<file path="config.mk">
export PLATFORM = sky130hd
export DESIGN_NAME = fwd_scoreboard_flat
export DESIGN_NICKNAME = d
export VERILOG_FILES = /design/src/rtl/fwd_scoreboard_pkg.sv /design/src/rtl/fwd_scoreboard_if.sv /design/src/rtl/fwd_src_match.sv /design/src/rtl/fwd_scoreboard.sv /design/src/flat_wrapper.sv
export SDC_FILE = /design/constraint.sdc
export NUM_CORES = 1
export LEC_CHECK = 0
export ABC_AREA = 0
export CAP_MARGIN = 20
export CELL_PAD_IN_SITES_DETAIL_PLACEMENT = 1
export CELL_PAD_IN_SITES_GLOBAL_PLACEMENT = 1
export CORE_ASPECT_RATIO = 0.75
export CORE_UTILIZATION = 34
export CTS_BUF_LIST = sky130_fd_sc_hd__clkbuf_4 sky130_fd_sc_hd__clkbuf_8 sky130_fd_sc_hd__clkbuf_16
export DETAILED_ROUTE_END_ITERATION = 10
export GPL_TIMING_DRIVEN = 0
export PLACE_DENSITY_LB_ADDON = 0.1
export SLEW_MARGIN = 20
export SYNTH_ARGS = -nofsm -noshare
export SYNTH_HDL_FRONTEND = slang
export SYNTH_SLANG_ARGS = --single-unit
</file>
<file path="constraint.sdc">
create_clock -name clk -period 2 [get_ports clk]
set_clock_uncertainty 0.15 [all_clocks]
set_input_delay 0.3 -clock clk [delete_from_list [all_inputs] [get_ports clk]]
set_output_delay 0.3 -clock clk [all_outputs]
set_load 0.02 [all_outputs]
</file>
<file path="src/rtl/fwd_scoreboard_pkg.sv">
// Shared types and helpers for the EX-stage forwarding scoreboard.
package fwd_pkg;

    // Select code meaning "read the register file".
    localparam int unsigned SEL_RF = 0;

    // Widest register address an entry can hold; narrower addresses are zero-extended.
    localparam int unsigned RW_MAX = 8;

    // One in-flight writer tracked in the shadow pipeline.
    typedef struct packed {
        logic              v;
        logic [RW_MAX-1:0] dest;
        logic              ld;
    } entry_t;

    // Width of a per-source select: 0 = register file, 1..depth = stage.
    function automatic int unsigned sel_width(input int unsigned depth);
        return (depth < 1) ? 1 : $clog2(depth + 1);
    endfunction

endpackage

</file>
<file path="src/rtl/fwd_scoreboard_if.sv">
// EX-stage consumer request and forwarding/interlock response bundle.
interface fwd_scoreboard_if
    import fwd_pkg::*;
#(
    parameter int unsigned RW      = 4,
    parameter int unsigned NUM_SRC = 3,
    parameter int unsigned DEPTH   = 2,
    parameter int unsigned CNT_W   = 32
);
    localparam int unsigned SEL_W = sel_width(DEPTH);

    logic                     fwd_en;
    logic                     freeze;
    logic                     flush;
    logic                     cons_valid;
    logic [NUM_SRC*RW-1:0]    cons_src;
    logic [NUM_SRC-1:0]       cons_src_used;
    logic                     cons_wb_en;
    logic [RW-1:0]            cons_dest;
    logic                     cons_is_load;
    logic [NUM_SRC*SEL_W-1:0] sel;
    logic                     stall_req;
    logic [CNT_W-1:0]         stall_cnt;

    modport master (
        output fwd_en, freeze, flush, cons_valid, cons_src, cons_src_used,
               cons_wb_en, cons_dest, cons_is_load,
        input  sel, stall_req, stall_cnt
    );

    modport slave (
        input  fwd_en, freeze, flush, cons_valid, cons_src, cons_src_used,
               cons_wb_en, cons_dest, cons_is_load,
        output sel, stall_req, stall_cnt
    );

endinterface

</file>
<file path="src/rtl/fwd_src_match.sv">
// Resolves one source operand against every in-flight writer (youngest wins).
module fwd_src_match
    import fwd_pkg::*;
#(
    parameter int unsigned RW       = 4,
    parameter int unsigned DEPTH    = 2,
    parameter int unsigned LOAD_RDY = 2,
    parameter int unsigned SEL_W    = 2
) (
    input  logic               i_fwd_en,
    input  logic               i_cons_valid,
    input  logic               i_used,
    input  logic [RW-1:0]      i_src,
    input  entry_t [DEPTH:1]   i_ent,
    output logic [SEL_W-1:0]   o_sel_c,
    output logic               o_hazard_c
);

    logic             w_found;
    logic             w_ld;
    logic [SEL_W-1:0] w_kmin;

    // Scan oldest to youngest so the youngest match overwrites the rest.
    always_comb begin
        w_found = 1'b0;
        w_ld    = 1'b0;
        w_kmin  = '0;
        for (int k = DEPTH; k >= 1; k--) begin
            if (i_cons_valid && i_used && i_ent[k].v &&
                (i_ent[k].dest == RW_MAX'(i_src))) begin
                w_found = 1'b1;
                w_ld    = i_ent[k].ld;
                w_kmin  = SEL_W'(k);
            end
        end
    end

    // A too-young load or any match in interlock mode is a hazard; never fall back to older stages.
    always_comb begin
        o_sel_c    = SEL_W'(SEL_RF);
        o_hazard_c = 1'b0;
        if (w_found) begin
            if (!i_fwd_en) begin
                o_hazard_c = 1'b1;
            end else if (w_ld && (32'(w_kmin) < LOAD_RDY)) begin
                o_hazard_c = 1'b1;
            end else begin
                o_sel_c = w_kmin;
            end
        end
    end

endmodule

</file>
<file path="src/rtl/fwd_scoreboard.sv">
// EX-stage forwarding/interlock unit: shadow writer pipeline, stall OR, stall counter.
module fwd_scoreboard
    import fwd_pkg::*;
#(
    parameter int unsigned RW       = 4,
    parameter int unsigned NUM_SRC  = 3,
    parameter int unsigned DEPTH    = 2,
    parameter int unsigned LOAD_RDY = 2,
    parameter int unsigned CNT_W    = 32
) (
    input  logic             clk,
    input  logic             rst,
    fwd_scoreboard_if.slave  bus
);

    localparam int unsigned SEL_W = sel_width(DEPTH);

    entry_t [DEPTH:1]   r_ent;
    logic [CNT_W-1:0]   r_cnt;
    logic [NUM_SRC-1:0] w_haz;
    logic [SEL_W-1:0]   w_sel [NUM_SRC];
    logic               w_stall;
    entry_t             w_new;

    for (genvar g = 0; g < NUM_SRC; g++) begin : g_src
        fwd_src_match #(
            .RW       (RW),
            .DEPTH    (DEPTH),
            .LOAD_RDY (LOAD_RDY),
            .SEL_W    (SEL_W)
        ) u_match (
            .i_fwd_en     (bus.fwd_en),
            .i_cons_valid (bus.cons_valid),
            .i_used       (bus.cons_src_used[g]),
            .i_src        (bus.cons_src[g*RW +: RW]),
            .i_ent        (r_ent),
            .o_sel_c      (w_sel[g]),
            .o_hazard_c   (w_haz[g])
        );
    end

    // Flush squashes the EX instruction, so it can never request a stall.
    assign w_stall = (|w_haz) & ~bus.flush;

    // Pack per-source selects onto the bus.
    always_comb begin
        bus.sel = '0;
        for (int i = 0; i < NUM_SRC; i++) begin
            bus.sel[i*SEL_W +: SEL_W] = w_sel[i];
        end
    end

    // Entry that enters stage 1 when EX advances normally.
    always_comb begin
        w_new      = '0;
        w_new.v    = bus.cons_valid & bus.cons_wb_en;
        w_new.dest = RW_MAX'(bus.cons_dest);
        w_new.ld   = bus.cons_is_load;
    end

    // Shadow pipeline: bubble on flush/stall, oldest entry retires every unfrozen edge.
    always_ff @(posedge clk) begin
        if (rst) begin
            r_ent <= '0;
        end else if (!bus.freeze) begin
            r_ent[1] <= (bus.flush || w_stall) ? entry_t'('0) : w_new;
            for (int k = 2; k <= DEPTH; k++) begin
                r_ent[k] <= r_ent[k-1];
            end
        end
    end

    // Saturating count of unfrozen stall cycles.
    always_ff @(posedge clk) begin
        if (rst) begin
            r_cnt <= '0;
        end else if (w_stall && !bus.freeze && (r_cnt != '1)) begin
            r_cnt <= r_cnt + CNT_W'(1);
        end
    end

    assign bus.stall_req = w_stall;
    assign bus.stall_cnt = r_cnt;

endmodule

</file>
<file path="src/flat_wrapper.sv">
// flat-port wrapper written by rule: the top's interface ports become plain ports
module fwd_scoreboard_flat import fwd_pkg::*;
#(
    parameter int unsigned RW       = 4,
    parameter int unsigned NUM_SRC  = 3,
    parameter int unsigned DEPTH    = 2,
    parameter int unsigned LOAD_RDY = 2,
    parameter int unsigned CNT_W    = 32
)
  (clk, rst, bus_fwd_en, bus_freeze, bus_flush, bus_cons_valid, bus_cons_src, bus_cons_src_used, bus_cons_wb_en, bus_cons_dest, bus_cons_is_load, bus_sel, bus_stall_req, bus_stall_cnt);
  fwd_scoreboard_if #(.RW(RW), .NUM_SRC(NUM_SRC), .DEPTH(DEPTH), .CNT_W(CNT_W)) bus_i ();
  input  logic clk;
  input  logic rst;
  input wire logic [$bits(bus_i.fwd_en)-1:0] bus_fwd_en;
  input wire logic [$bits(bus_i.freeze)-1:0] bus_freeze;
  input wire logic [$bits(bus_i.flush)-1:0] bus_flush;
  input wire logic [$bits(bus_i.cons_valid)-1:0] bus_cons_valid;
  input wire logic [$bits(bus_i.cons_src)-1:0] bus_cons_src;
  input wire logic [$bits(bus_i.cons_src_used)-1:0] bus_cons_src_used;
  input wire logic [$bits(bus_i.cons_wb_en)-1:0] bus_cons_wb_en;
  input wire logic [$bits(bus_i.cons_dest)-1:0] bus_cons_dest;
  input wire logic [$bits(bus_i.cons_is_load)-1:0] bus_cons_is_load;
  output wire logic [$bits(bus_i.sel)-1:0] bus_sel;
  output wire logic [$bits(bus_i.stall_req)-1:0] bus_stall_req;
  output wire logic [$bits(bus_i.stall_cnt)-1:0] bus_stall_cnt;
  assign bus_i.fwd_en = bus_fwd_en;
  assign bus_i.freeze = bus_freeze;
  assign bus_i.flush = bus_flush;
  assign bus_i.cons_valid = bus_cons_valid;
  assign bus_i.cons_src = bus_cons_src;
  assign bus_i.cons_src_used = bus_cons_src_used;
  assign bus_i.cons_wb_en = bus_cons_wb_en;
  assign bus_i.cons_dest = bus_cons_dest;
  assign bus_i.cons_is_load = bus_cons_is_load;
  assign bus_sel = bus_i.sel;
  assign bus_stall_req = bus_i.stall_req;
  assign bus_stall_cnt = bus_i.stall_cnt;
  fwd_scoreboard #(.RW(RW), .NUM_SRC(NUM_SRC), .DEPTH(DEPTH), .LOAD_RDY(LOAD_RDY), .CNT_W(CNT_W)) u_core (.clk(clk), .rst(rst), .bus(bus_i));
endmodule
</file>
======== Yosys cells after proc, flatten, opt, wreduce, memory -nomap -nowiden ========
Index checks and enable logic that the tools add are counted.
storage, ports and cells
  flip-flop bits (word level) ............. 52
  latch bits .............................. 0
  memory bits (writable) .................. 0
  ROM bits ................................ 0
  input bits .............................. 27
  output and inout bits ................... 39
  logic and storage cells ................. 81
  memories kept ........................... 0
cells by class
  $add $sub $neg .......................... 1
  $mul .................................... 0
  div/mod/pow operators ................... 0
  magnitude comparators ................... 3
  equality and inequality tests ........... 7
  shift operators ......................... 0
  mux-type cells .......................... 37
  bitwise logic cells ..................... 3
  reduce and logical (&&, ||, !) cells .... 23
operator list
  cell                                           number
  == test 8 x 4 -> 1 bit                         6
  adder 32 x 1 -> 32 bit, second input constant  1
  != test 32 bit, second input constant          1
  2-to-1 mux 2 bit                               15
  2-to-1 mux 1 bit                               21
  logical AND 1 bit                              20
  2-to-1 mux 10 bit                              1
  < comparator 2 bit, second input constant      3
  OR reduction 3 bit                             1
  AND 1 bit                                      2
  zero test 1 bit                                1
  logical OR 1 bit                               1
  NOT 1 bit                                      1

======== Logic depth before layout (Yosys ltp) ========
Gate-level depths: netlist (run 1).
  word-level depth ........................ 14
  gate-level depth with buffers ........... 8
  depth with buffers taken out ............ 7

======== By module ========
A second synthesis (run 1) with hierarchy kept.
unflattened totals
  cell total of the unflattened synthesis .. 304
  area, all modules ....................... 2,587.5 um^2
modules (own cells, without submodules)
  module          times used  cells each  area each (um^2)
  fwd_scoreboard  1           238         2,095.8
  fwd_src_match   3           22          163.9

======== Worst setup path after synthesis (run 1) ========
Ideal clock, no wire load.
  kind .................................... register to register
  from .................................... register u_core.r_cnt[0], in the netlist u_core.bus.stall_cnt[0]
  to ...................................... register u_core.r_cnt[16], in the netlist u_core.bus.stall_cnt[16]
  setup time .............................. 123 ps
  data arrival time ....................... 2,085 ps
  required time ........................... 1,727 ps
  path slack .............................. -358 ps
  stages on the path, launching flop included .. 9
  path buffers ............................ 1
  clock period less this slack ............ 2,358 ps
  cell sequence ........................... dfxtp_1 > ha_1 > nand2_1 > nor4_4 > nand4_2 > nand3_2 > buf_6 > a211oi_1 > mux2_1
on the way
  word-level cells in the longest chain between the ends .. 2
  elaborated cells on any way between the ends .. 3
  classes of those cells .................. 1 x add/sub; 1 x eq/ne; 1 x reduce/logical
RTL lines
  what                                                                            line                  text
  start, declared                                                                 fwd_scoreboard.sv:19  logic [CNT_W-1:0] r_cnt;
  start signal, assigned                                                          fwd_scoreboard.sv:78  r_cnt <= r_cnt + CNT_W'(1);
  parallel branches: the longest is 2 deep, another holds adder 32 x 1 -> 32 bit  -
Several ways; the timed one is not identified.
A chain may end at the register's enable or synchronous reset.

======== Worst setup path in the final report (run 1) ========
  from .................................... register u_core.r_ent[12] (netlist bit)
  to ...................................... output port bus_stall_req
on the way
  word-level cells in the longest chain between the ends .. 11
  elaborated cells on any way between the ends .. 41
  classes of those cells .................. 3 x order compare; 3 x eq/ne; 27 x mux; 1 x bitwise; 7 x reduce/logical
RTL lines
  what                             line                  text
  start, declared                  fwd_scoreboard.sv:18  entry_t [DEPTH:1] r_ent;
  start signal, assigned by index  fwd_scoreboard.sv:68  r_ent[k] <= r_ent[k-1];
  == test 8 x 4 -> 1 bit           fwd_src_match.sv:30   (i_ent[k].dest == RW_MAX'(i_src))) begin
  logical AND 1 bit                fwd_src_match.sv:29   if (i_cons_valid && i_used && i_ent[k].v &&
  2-to-1 mux 2 bit (2 in series)   fwd_src_match.sv:29
  < comparator 2 bit               fwd_src_match.sv:45   end else if (w_ld && (32'(w_kmin) < LOAD_RDY)) begin
  logical AND 1 bit                fwd_src_match.sv:45
  2-to-1 mux 1 bit                 fwd_src_match.sv:45
  2-to-1 mux 1 bit                 fwd_src_match.sv:43   if (!i_fwd_en) begin
  2-to-1 mux 1 bit                 fwd_src_match.sv:42   if (w_found) begin
  OR reduction 3 bit *             fwd_scoreboard.sv:43  assign w_stall = (|w_haz) & ~bus.flush;
  AND 1 bit *                      fwd_scoreboard.sv:43
  end, declared                    flat_wrapper.sv:24    output wire logic [$bits(bus_i.stall_req)-1:0] bus_stall_req;
Mark *: on every way between the ends. The rest lies on a longest branch, timed or not.

==> flow_summary_export.csv, run 1 <==
group,metric,value,unit
synth,synth_edf_count,0,
clocking,htreeDepth,2,
sta,clock.fmax,394,MHz
clocking,cts.path.max_buffers,2,
sta,whs,0.275,ns
synth,syn-num-nets,351,
synth,seq_area_frac_synth,0.305,
layout,final_util,0.633,
clocking,cts_buffers,5,
floorplan,start_util,0.354,
run_status,outcome,"complete, but fails checks",
clocking,cts_num_sinks,43,
clocking,root_buffer,"clkbuf_8",
floorplan,fp.dieH,80.9,um
placement,dp_worst_setup_slack,-1.50,ns
placement,placedCellCount,491,
layout,seqCellArea,930,sq um
power_and_ir_drop,ir_drop,0.235,mV
placement,place_congestion,0.756,
global_routing,grt_pass1_wl,17400,um
clocking,cts_hold_buf,0,
floorplan,rows,28,
global_routing,grt_max_degree,15,
routing,first_iter_violations,119,
sta,setup_viol,45,
layout,drive_gt1_frac,0.447,
global_routing,grt-ovfl-total,0,
routing,dr.pass1.iters,4,
routing,vias,3063,
sta,worstMarginPinSlew,0.614,ns
layout,nets,468,
synth,synth_ff_type,"dfxtp_1",
run,drv_cap,0,
floorplan,die_w,107,um
layout,finalNonFillerCells,546,
power_and_ir_drop,p_per_area,347,mW/mm^2
layout,num-fill-cells,863,
sta,layout_setup_ws,-0.538,ns
placement,io_buffers,63,
clocking,cts_tree,"yes",
sta,final_max_slew_viol_count,0,
worst_setup_path,critPathMaxFanout,4,
layout,syn2layout_area_growth,78.9,%
synth,yosysWarnings,0,
synth,async_flop_share,0,
worst_setup_path,cp.arrival,2.09,ns
global_routing,antenna_found_initial,0,
synth,ys_types,38,
sta,fin_crit_sh,1.27,
sta,hold_viol_final,0,
clocking,clkTransAtPathRegs,0.10,ns
synth,synth_area,0.00283,sq mm
floorplan,coreArea,0.00799,sq mm
hold_path,hold_class,"input pin to register",
synth,ys_ff_latch,43,
layout,antenna_cells,0,
global_routing,grt_pass1_vias,3101,
worst_setup_path,worstSetupPathType,"register to primary output",
worst_setup_path,cp.required,1.55,ns
worst_setup_path,cp-end-kind,"primary output",
layout,multi_input_area,0.00259,sq mm
global_routing,grt_use_total,0.264,
run_status,violations,"negative setup slack",
clocking,insertion_delay,0.32,ns
sta,min_period,2.54,ns
routing,drt_wl_total,12700,um
routing,drtAntennaViolNets,0,
synth,synthCells,323,
routing,vias_per_cell,5.61,
power_and_ir_drop,p_leak,1.86,nW
floorplan,num_io_pins,66,
routing,wl_per_cell,23.2,um
sta,rsz0062_at_grt,"yes",
placement,place_hpwl,6660,um
routing,drc,0,
sta,maxSlewHeadroom,0.591,
floorplan,dieArea,0.00868,sq mm
synth,synth_area_per_cell,8.75,sq um
worst_setup_path,start_kind,"register",
-- state kept, by name (all words and copies together) (netlist names) --
name and count:
u_core.bus.stall_cnt 32, u_core.r_ent 11
-- timing repair --
item / CTS / global route
gates cloned: 2 / 2
setup buffers: 36 / 22
pin swaps: 60 / 36
endpoints found under the setup margin: 45 / 45
hold endpoints to repair: 0 / 0
gates resized for setup: 174 / 58
-- metrics by stage --
stage                     instance area, sq um  power, W  setup TNS [ns]
final                                     5050   0.00176          -14.31
after global routing                      5050   0.00181          -16.99
after CTS                                 4650   0.00171          -10.69
after global placement                    3720   0.00109          -34.46
after detailed placement                  3720   0.00110          -39.49
after floorplan                           2960   0.00100           -5.01
-- cell families after synthesis --
group                      share of synthesized area
DFF                                            0.305
adders and majority gates                    0.00443
muxes                                          0.137
AOI/OAI and AO/OA                              0.137
buffers and inverters                         0.0452
xor gates and xnor gates                      0.0744
and+or+nand+nor                                0.297
-- worst max-delay path, stage by stage, from the launching register on --
cell      delay (ns)
dfxtp_4         0.38
buf_6           0.13
xor2_4          0.18
nor4_4          0.29
o31ai_2         0.14
buf_4           0.18
a211oi_4        0.30
buf_6           0.16
-- synth_stat cells, drive strengths merged (2+ instances only) --
cell	count	area share
nand2	11	0.015
nor4	5	0.025
mux2i	5	0.018
inv	2	0.0027
and4	2	0.0062
nor3	5	0.0089
a2111oi	4	0.021
a21oi	2	0.0035
a22o	5	0.015
mux2	30	0.12
buf	8	0.025
xnor2	6	0.019
o211ai	5	0.013
a211oi	25	0.066
nor2b	31	0.069
nor2	46	0.061
clkbuf	13	0.017
xor2	18	0.056
and3	9	0.020
dfxtp	43	0.30
nand3	18	0.034
nand4	16	0.043
and2	5	0.011
-- where the power goes --
part	internal [W]	total [W]	switching (W)
Clock	0.000245	0.000607	0.000362
Combinational	0.000115	0.000280	0.000165
Sequential	0.000848	0.000869	0.0000203
-- routing by layer --
layer  global-route usage  wire length (um)
met1                0.361              5560
met2                0.445              6460
met3               0.0313               428
met4               0.0644               212
met5                    0                 0
-- layout make-up --
class                           count  area share
Inverter                            2     0.00149
Sequential cell                    43       0.184
Clock buffer                        5      0.0136
Tap cell                          105      0.0260
Multi-Input combinational cell    257       0.512
Buffer                             17      0.0307
Clock inverter                      3     0.00371
Timing Repair Buffer              114       0.229
-- worst paths after layout --
| check | cells past startpoint | slack (ns) | start | endpoint |
|---|---|---|---|---|
| setup reg to reg | 8 | -0.45 | u_core.r_ent[12]$_SDFFE_PP0N_ | u_core.bus.stall_cnt[24]$_SDFFE_PP0P_ |
| setup / recovery | 7 | -0.54 | u_core.r_ent[12]$_SDFFE_PP0N_ | bus_stall_req |
| hold / removal | 2 | 0.27 | bus_cons_valid | u_core.r_ent[9]$_SDFFE_PP0N_ |
| hold reg to reg | 2 | 0.37 | u_core.r_ent[19]$_SDFFE_PP0N_ | u_core.r_ent[19]$_SDFFE_PP0N_ |
-- cells in the final DEF (no fill, tap or decap), types with 10 or more instances in the layout --
cell type	count
nor2_1	43
clkdlybuf4s50_1	43
buf_4	32
nor2b_1	30
mux2_4	25
a211oi_4	22
buf_6	20
dfxtp_1	18
dfxtp_4	15
nand4_1	14
nand3_1	13
xor2_1	11
dlygate4sd2_1	11
clkbuf_1	10
nand2_1	10
dfxtp_2	10
(Power assumes the default switching activity.)
==> inputs of run 2 (changes only) <==
--- a/config.mk
+++ b/config.mk
@@ -19,3 +19,4 @@
 export SYNTH_ARGS = -nofsm -noshare
 export SYNTH_HDL_FRONTEND = slang
 export SYNTH_SLANG_ARGS = --single-unit
+export TNS_END_PERCENT = 10
==> flow_summary_export.csv, run 2 (synthesis results as in run 1) <==
group,metric,value,unit
sta,rsz0062_at_grt,"yes",
power_and_ir_drop,ir_drop,0.214,mV
clocking,root_buffer,"clkbuf_8",
layout,largest_reg_flops,32,
layout,finalNonFillerCells,516,
routing,drtAntennaViolNets,0,
placement,dp_worst_setup_slack,-1.36,ns
power_and_ir_drop,p_int,0.00122,W
layout,drive_gt1_frac,0.367,
sta,clock.fmax,397,MHz
layout,antenna_cells,0,
floorplan,rows,28,
clocking,insertion_delay,0.30,ns
worst_setup_path,worstSetupPathType,"register to primary output",
floorplan,die_w,107,um
routing,vias,2814,
routing,drc,0,
power_and_ir_drop,combPwrFrac,0.142,
sta,fin_crit_sh,1.26,
power_and_ir_drop,netSwitchingFraction,0.278,
sta,hold_viol_final,0,
sta,min_period,2.52,ns
sta,maxSlewHeadroom,0.620,
global_routing,grt_max_degree,14,
floorplan,coreArea,0.00799,sq mm
routing,dr.pass1.iters,4,
layout,nets,438,
routing,first_iter_violations,80,
layout,syn2layout_area_growth,55.3,%
hold_path,hold_class,"input pin to register",
run_status,violations,"negative setup slack",
worst_setup_path,cp-end-kind,"primary output",
floorplan,num_io_pins,66,
routing,drt_wl_total,10000,um
floorplan,fp.dieH,80.9,um
power_and_ir_drop,p_total,0.00169,W
worst_setup_path,regToRegSetupSlack,-0.46,ns
worst_setup_path,start_kind,"register",
power_and_ir_drop,p_per_area,385,mW/mm^2
power_and_ir_drop,p_leak,1.62,nW
floorplan,start_util,0.354,
global_routing,grt_pass1_wl,15700,um
clocking,clkTransAtPathRegs,0.08,ns
global_routing,grt_pass1_vias,2931,
placement,place_hpwl,6570,um
placement,placedCellCount,491,
power_and_ir_drop,power.switching,0.000469,W
sta,tns,-12.05,ns
layout,final_cell_mix,"nor2_1, clkdlybuf4s50_1, nor2b_1",
sta,final_max_slew_viol_count,0,
power_and_ir_drop,clkPwrFrac,0.339,
power_and_ir_drop,seqPwrFrac,0.519,
worst_setup_path,cp.arrival,2.07,ns
clocking,cts_num_sinks,43,
clocking,htreeDepth,2,
floorplan,dieArea,0.00868,sq mm
sta,whs,0.267,ns
clocking,cts.path.max_buffers,2,
routing,vias_per_cell,5.45,
routing,wl_per_cell,19.5,um
placement,io_buffers,63,
placement,place_congestion,0.752,
clocking,cts_tree,"yes",
global_routing,grt_use_total,0.235,
run,drv_cap,0,
worst_setup_path,critPathMaxFanout,5,
clocking,cts_hold_buf,0,
global_routing,antenna_found_initial,0,
sta,layout_setup_ws,-0.518,ns
global_routing,grt-ovfl-total,0,
sta,worstMarginPinSlew,0.570,ns
sta,setup_viol,45,
layout,num-fill-cells,895,
clocking,cts_buffers,5,
worst_setup_path,cp.required,1.55,ns
run_status,outcome,"complete, but fails checks",
-- run 2: cell types whose count changed in the layout (fill, tap and decap cells not counted), sizes merged --
cell,before,now
clkbuf,18,16
buf,62,35
dlymetal6s2s,2,0
inv,3,2
dlygate4sd2,11,13
-- run 2: stage by stage --
stage / cell area [sq um] / util
2_1_floorplan: 2900 / -
3_3_place_gp: 3660 / 0.458
3_5_place_dp: 3660 / 0.458
4_1_cts: 4200 / 0.526
5_1_grt: 4390 / 0.549
6_report: 4390 / 0.549
-- run 2: layout make-up --
| type | count | area, sq um | share of cell area |
|---|---|---|---|
| Clock inverter | 2 | 12.5 | 0.00285 |
| Timing Repair Buffer | 82 | 769 | 0.175 |
| Buffer | 19 | 153 | 0.0348 |
| Multi-Input combinational cell | 257 | 2330 | 0.531 |
| Inverter | 2 | 7.51 | 0.00171 |
| Tap cell | 105 | 131 | 0.0299 |
| Sequential cell | 43 | 906 | 0.207 |
| Clock buffer | 6 | 76.3 | 0.0174 |
-- run 2: routing by layer --
layer	GRT usage	vias up	share of wire
li1	-	1340	-
met1	0.318	1411	0.49
met2	0.399	53	0.47
met3	0.0305	10	0.027
met4	0.0534	0	0.015
met5	0	-	0
-- run 2: worst max-delay path: stages, from the launching register on --
cell      delay (ns)
dfxtp_4         0.38
xor2_1          0.17
nor3_1          0.21
nand4_1         0.20
and3_4          0.26
buf_8           0.12
a211oi_2        0.25
buf_4           0.19
-- run 2: path summary, 6_finish.rpt --
| check | from | end | depth (start not counted) |
|---|---|---|---|
| hold reg to reg | u_core.r_ent[19]$_SDFFE_PP0N_ | u_core.r_ent[19]$_SDFFE_PP0N_ | 2 |
| setup reg to reg | u_core.r_ent[2]$_SDFFE_PP0N_ | u_core.bus.stall_cnt[10]$_SDFFE_PP0P_ | 8 |
| setup / recovery | u_core.r_ent[2]$_SDFFE_PP0N_ | bus_stall_req | 7 |
| hold / removal | bus_cons_valid | u_core.r_ent[9]$_SDFFE_PP0N_ | 2 |
-- run 2: power by group through the flow --
stage | clock (W) | sequential [W] | combinational, W
after floorplan | 0 | 0.000891 | 0.000109
after global placement | 0 | 0.000895 | 0.000194
after detailed placement | 0 | 0.000896 | 0.000199
after CTS | 0.000593 | 0.000876 | 0.000222
after global routing | 0.000631 | 0.000878 | 0.000259
final | 0.000572 | 0.000877 | 0.000240
-- run 2: what timing repair did --
action | CTS | global route
endpoints found under the setup margin | 45 | 45
gates resized for setup | 130 | 35
buffers inserted | 15 | 4
pin swaps | 26 | 21
gates cloned | 0 | 0
==> inputs of run 3 (changes only) <==
--- a/config.mk
+++ b/config.mk
@@ -7,14 +7,13 @@
 export LEC_CHECK = 0
 export ABC_AREA = 0
 export CAP_MARGIN = 20
-export CELL_PAD_IN_SITES_DETAIL_PLACEMENT = 1
-export CELL_PAD_IN_SITES_GLOBAL_PLACEMENT = 1
 export CORE_ASPECT_RATIO = 0.75
-export CORE_UTILIZATION = 34
+export CORE_MARGIN = 4
+export CORE_UTILIZATION = 45
 export CTS_BUF_LIST = sky130_fd_sc_hd__clkbuf_4 sky130_fd_sc_hd__clkbuf_8 sky130_fd_sc_hd__clkbuf_16
 export DETAILED_ROUTE_END_ITERATION = 10
 export GPL_TIMING_DRIVEN = 0
-export PLACE_DENSITY_LB_ADDON = 0.1
+export PLACE_DENSITY = 0.76
 export SLEW_MARGIN = 20
 export SYNTH_ARGS = -nofsm -noshare
 export SYNTH_HDL_FRONTEND = slang
==> flow_summary_export.csv, run 3 (synthesis results as in run 1) <==
group,metric,value,unit
run_status,outcome,"complete, but fails checks",
run_status,violations,"negative setup slack",
run,drv_cap,0,
routing,wl_per_cell,19.7,um
layout,nets,436,
sta,tns,-11.41,ns
layout,finalNonFillerCells,487,
global_routing,grt_pass1_vias,2775,
routing,dr.pass1.iters,5,
routing,drt_wl_total,9610,um
sta,layout_setup_ws,-0.449,ns
global_routing,grt_use_total,0.232,
clocking,root_buffer,"clkbuf_8",
sta,maxSlewHeadroom,0.615,
worst_setup_path,critPathMaxFanout,5,
worst_setup_path,start_kind,"register",
placement,io_buffers,63,
routing,vias_per_cell,6.07,
layout,multi_input_area,0.00229,sq mm
floorplan,num_io_pins,66,
floorplan,dieArea,0.00762,sq mm
sta,hold_viol_final,0,
sta,worstMarginPinSlew,0.577,ns
floorplan,coreArea,0.00595,sq mm
layout,seqCellArea,911,sq um
floorplan,fp.dieH,76.6,um
clocking,insertion_delay,0.30,ns
clocking,cts_tree,"yes",
sta,fin_crit_sh,1.22,
clocking,cts_buffers,5,
layout,drive_gt1_frac,0.377,
sta,min_period,2.45,ns
sta,whs,0.280,ns
clocking,htreeDepth,2,
worst_setup_path,worstSetupPathType,"register to register",
clocking,cts.path.max_buffers,2,
worst_setup_path,cp.required,2.04,ns
placement,placedCellCount,464,
layout,num-fill-cells,417,
hold_path,hold_class,"input pin to register",
floorplan,die_w,99.5,um
sta,clock.fmax,408,MHz
power_and_ir_drop,p_total,0.00174,W
global_routing,grt_max_degree,13,
power_and_ir_drop,ir_drop,0.313,mV
routing,vias,2956,
clocking,clkTransAtPathRegs,0.08,ns
routing,drtAntennaViolNets,0,
layout,final_cell_mix,"nor2_1, clkdlybuf4s50_1, nor2b_1",
placement,place_congestion,0.927,
sta,rsz0062_at_grt,"yes",
routing,first_iter_violations,194,
worst_setup_path,cp.arrival,2.49,ns
global_routing,grt_pass1_wl,14400,um
layout,syn2layout_area_growth,54.2,%
power_and_ir_drop,p_per_area,400,mW/mm^2
layout,antenna_cells,0,
sta,final_max_slew_viol_count,0,
floorplan,rows,24,
global_routing,antenna_found_initial,0,
worst_setup_path,cp-end-kind,"register",
global_routing,grt-ovfl-total,0,
power_and_ir_drop,p_leak,1.63,nW
routing,drc,0,
layout,largest_reg_flops,32,
clocking,cts_num_sinks,43,
floorplan,start_util,0.475,
sta,setup_viol,45,
placement,place_hpwl,6050,um
-- run 3: power breakdown --
part / total, W / internal (W) / switching [W] / leakage, nW
clock network: 0.000637 / 0.000329 / 0.000307 / 0.0549
registers: 0.000873 / 0.000856 / 0.0000166 / 0.361
logic: 0.000233 / 0.0000972 / 0.000136 / 1.21
total: 0.00174 / 0.00128 / 0.000460 / 1.63
-- run 3: layout make-up --
type                            count  share of cell area
Clock buffer                        8              0.0238
Tap cell                           78              0.0224
Multi-Input combinational cell    257               0.525
Timing Repair Buffer               80               0.182
Buffer                             19              0.0353
Sequential cell                    43               0.209
Inverter                            2             0.00172
-- run 3: path summary, 6_finish.rpt --
| kind | from | endpoint | slack, ns | depth (start not counted) |
|---|---|---|---|---|
| max | u_core.r_ent[2]$_SDFFE_PP0N_ | u_core.bus.stall_cnt[10]$_SDFFE_PP0P_ | -0.45 | 8 |
| min reg2reg | u_core.r_ent[9]$_SDFFE_PP0N_ | u_core.r_ent[9]$_SDFFE_PP0N_ | 0.36 | 1 |
| min | bus_cons_valid | u_core.r_ent[9]$_SDFFE_PP0N_ | 0.28 | 2 |
| max reg2reg | u_core.r_ent[2]$_SDFFE_PP0N_ | u_core.bus.stall_cnt[10]$_SDFFE_PP0P_ | -0.45 | 8 |
-- run 3: worst max-delay path, cell delays in order (launching register included) --
cell	delay (ns)
dfxtp_4	0.39
xor2_2	0.15
nor3_2	0.23
nand4_1	0.17
and3_4	0.24
buf_6	0.14
buf_12	0.14
a2111oi_4	0.40
mux2_4	0.33
-- run 3: timing repair --
item | CTS | global route
gates resized for setup | 101 | 67
pin swaps | 23 | 29
cloned | 0 | 1
setup buffers | 11 | 5
endpoints found under the setup margin | 45 | 45
endpoints found under the hold margin | 0 | 0
hold buffers | 0 | 0
-- run 3: stage by stage --
stage / cell area (sq um) / utilization / worst slack (ns)
after floorplan: 2900 / - / -0.190
after global placement: 3630 / 0.610 / -1.20
after detailed placement: 3630 / 0.610 / -1.28
after CTS: 4000 / 0.673 / -0.399
after global routing: 4360 / 0.733 / -0.523
final: 4360 / 0.733 / -0.449
-- run 3: metal layers --
layer  GRT usage  share of wire  vias to the layer above
li1            -              -                     1341
met1       0.322           0.44                     1466
met2       0.359           0.47                      135
met3      0.0613          0.077                       14
met4      0.0532          0.015                        0
met5           0              0                        -
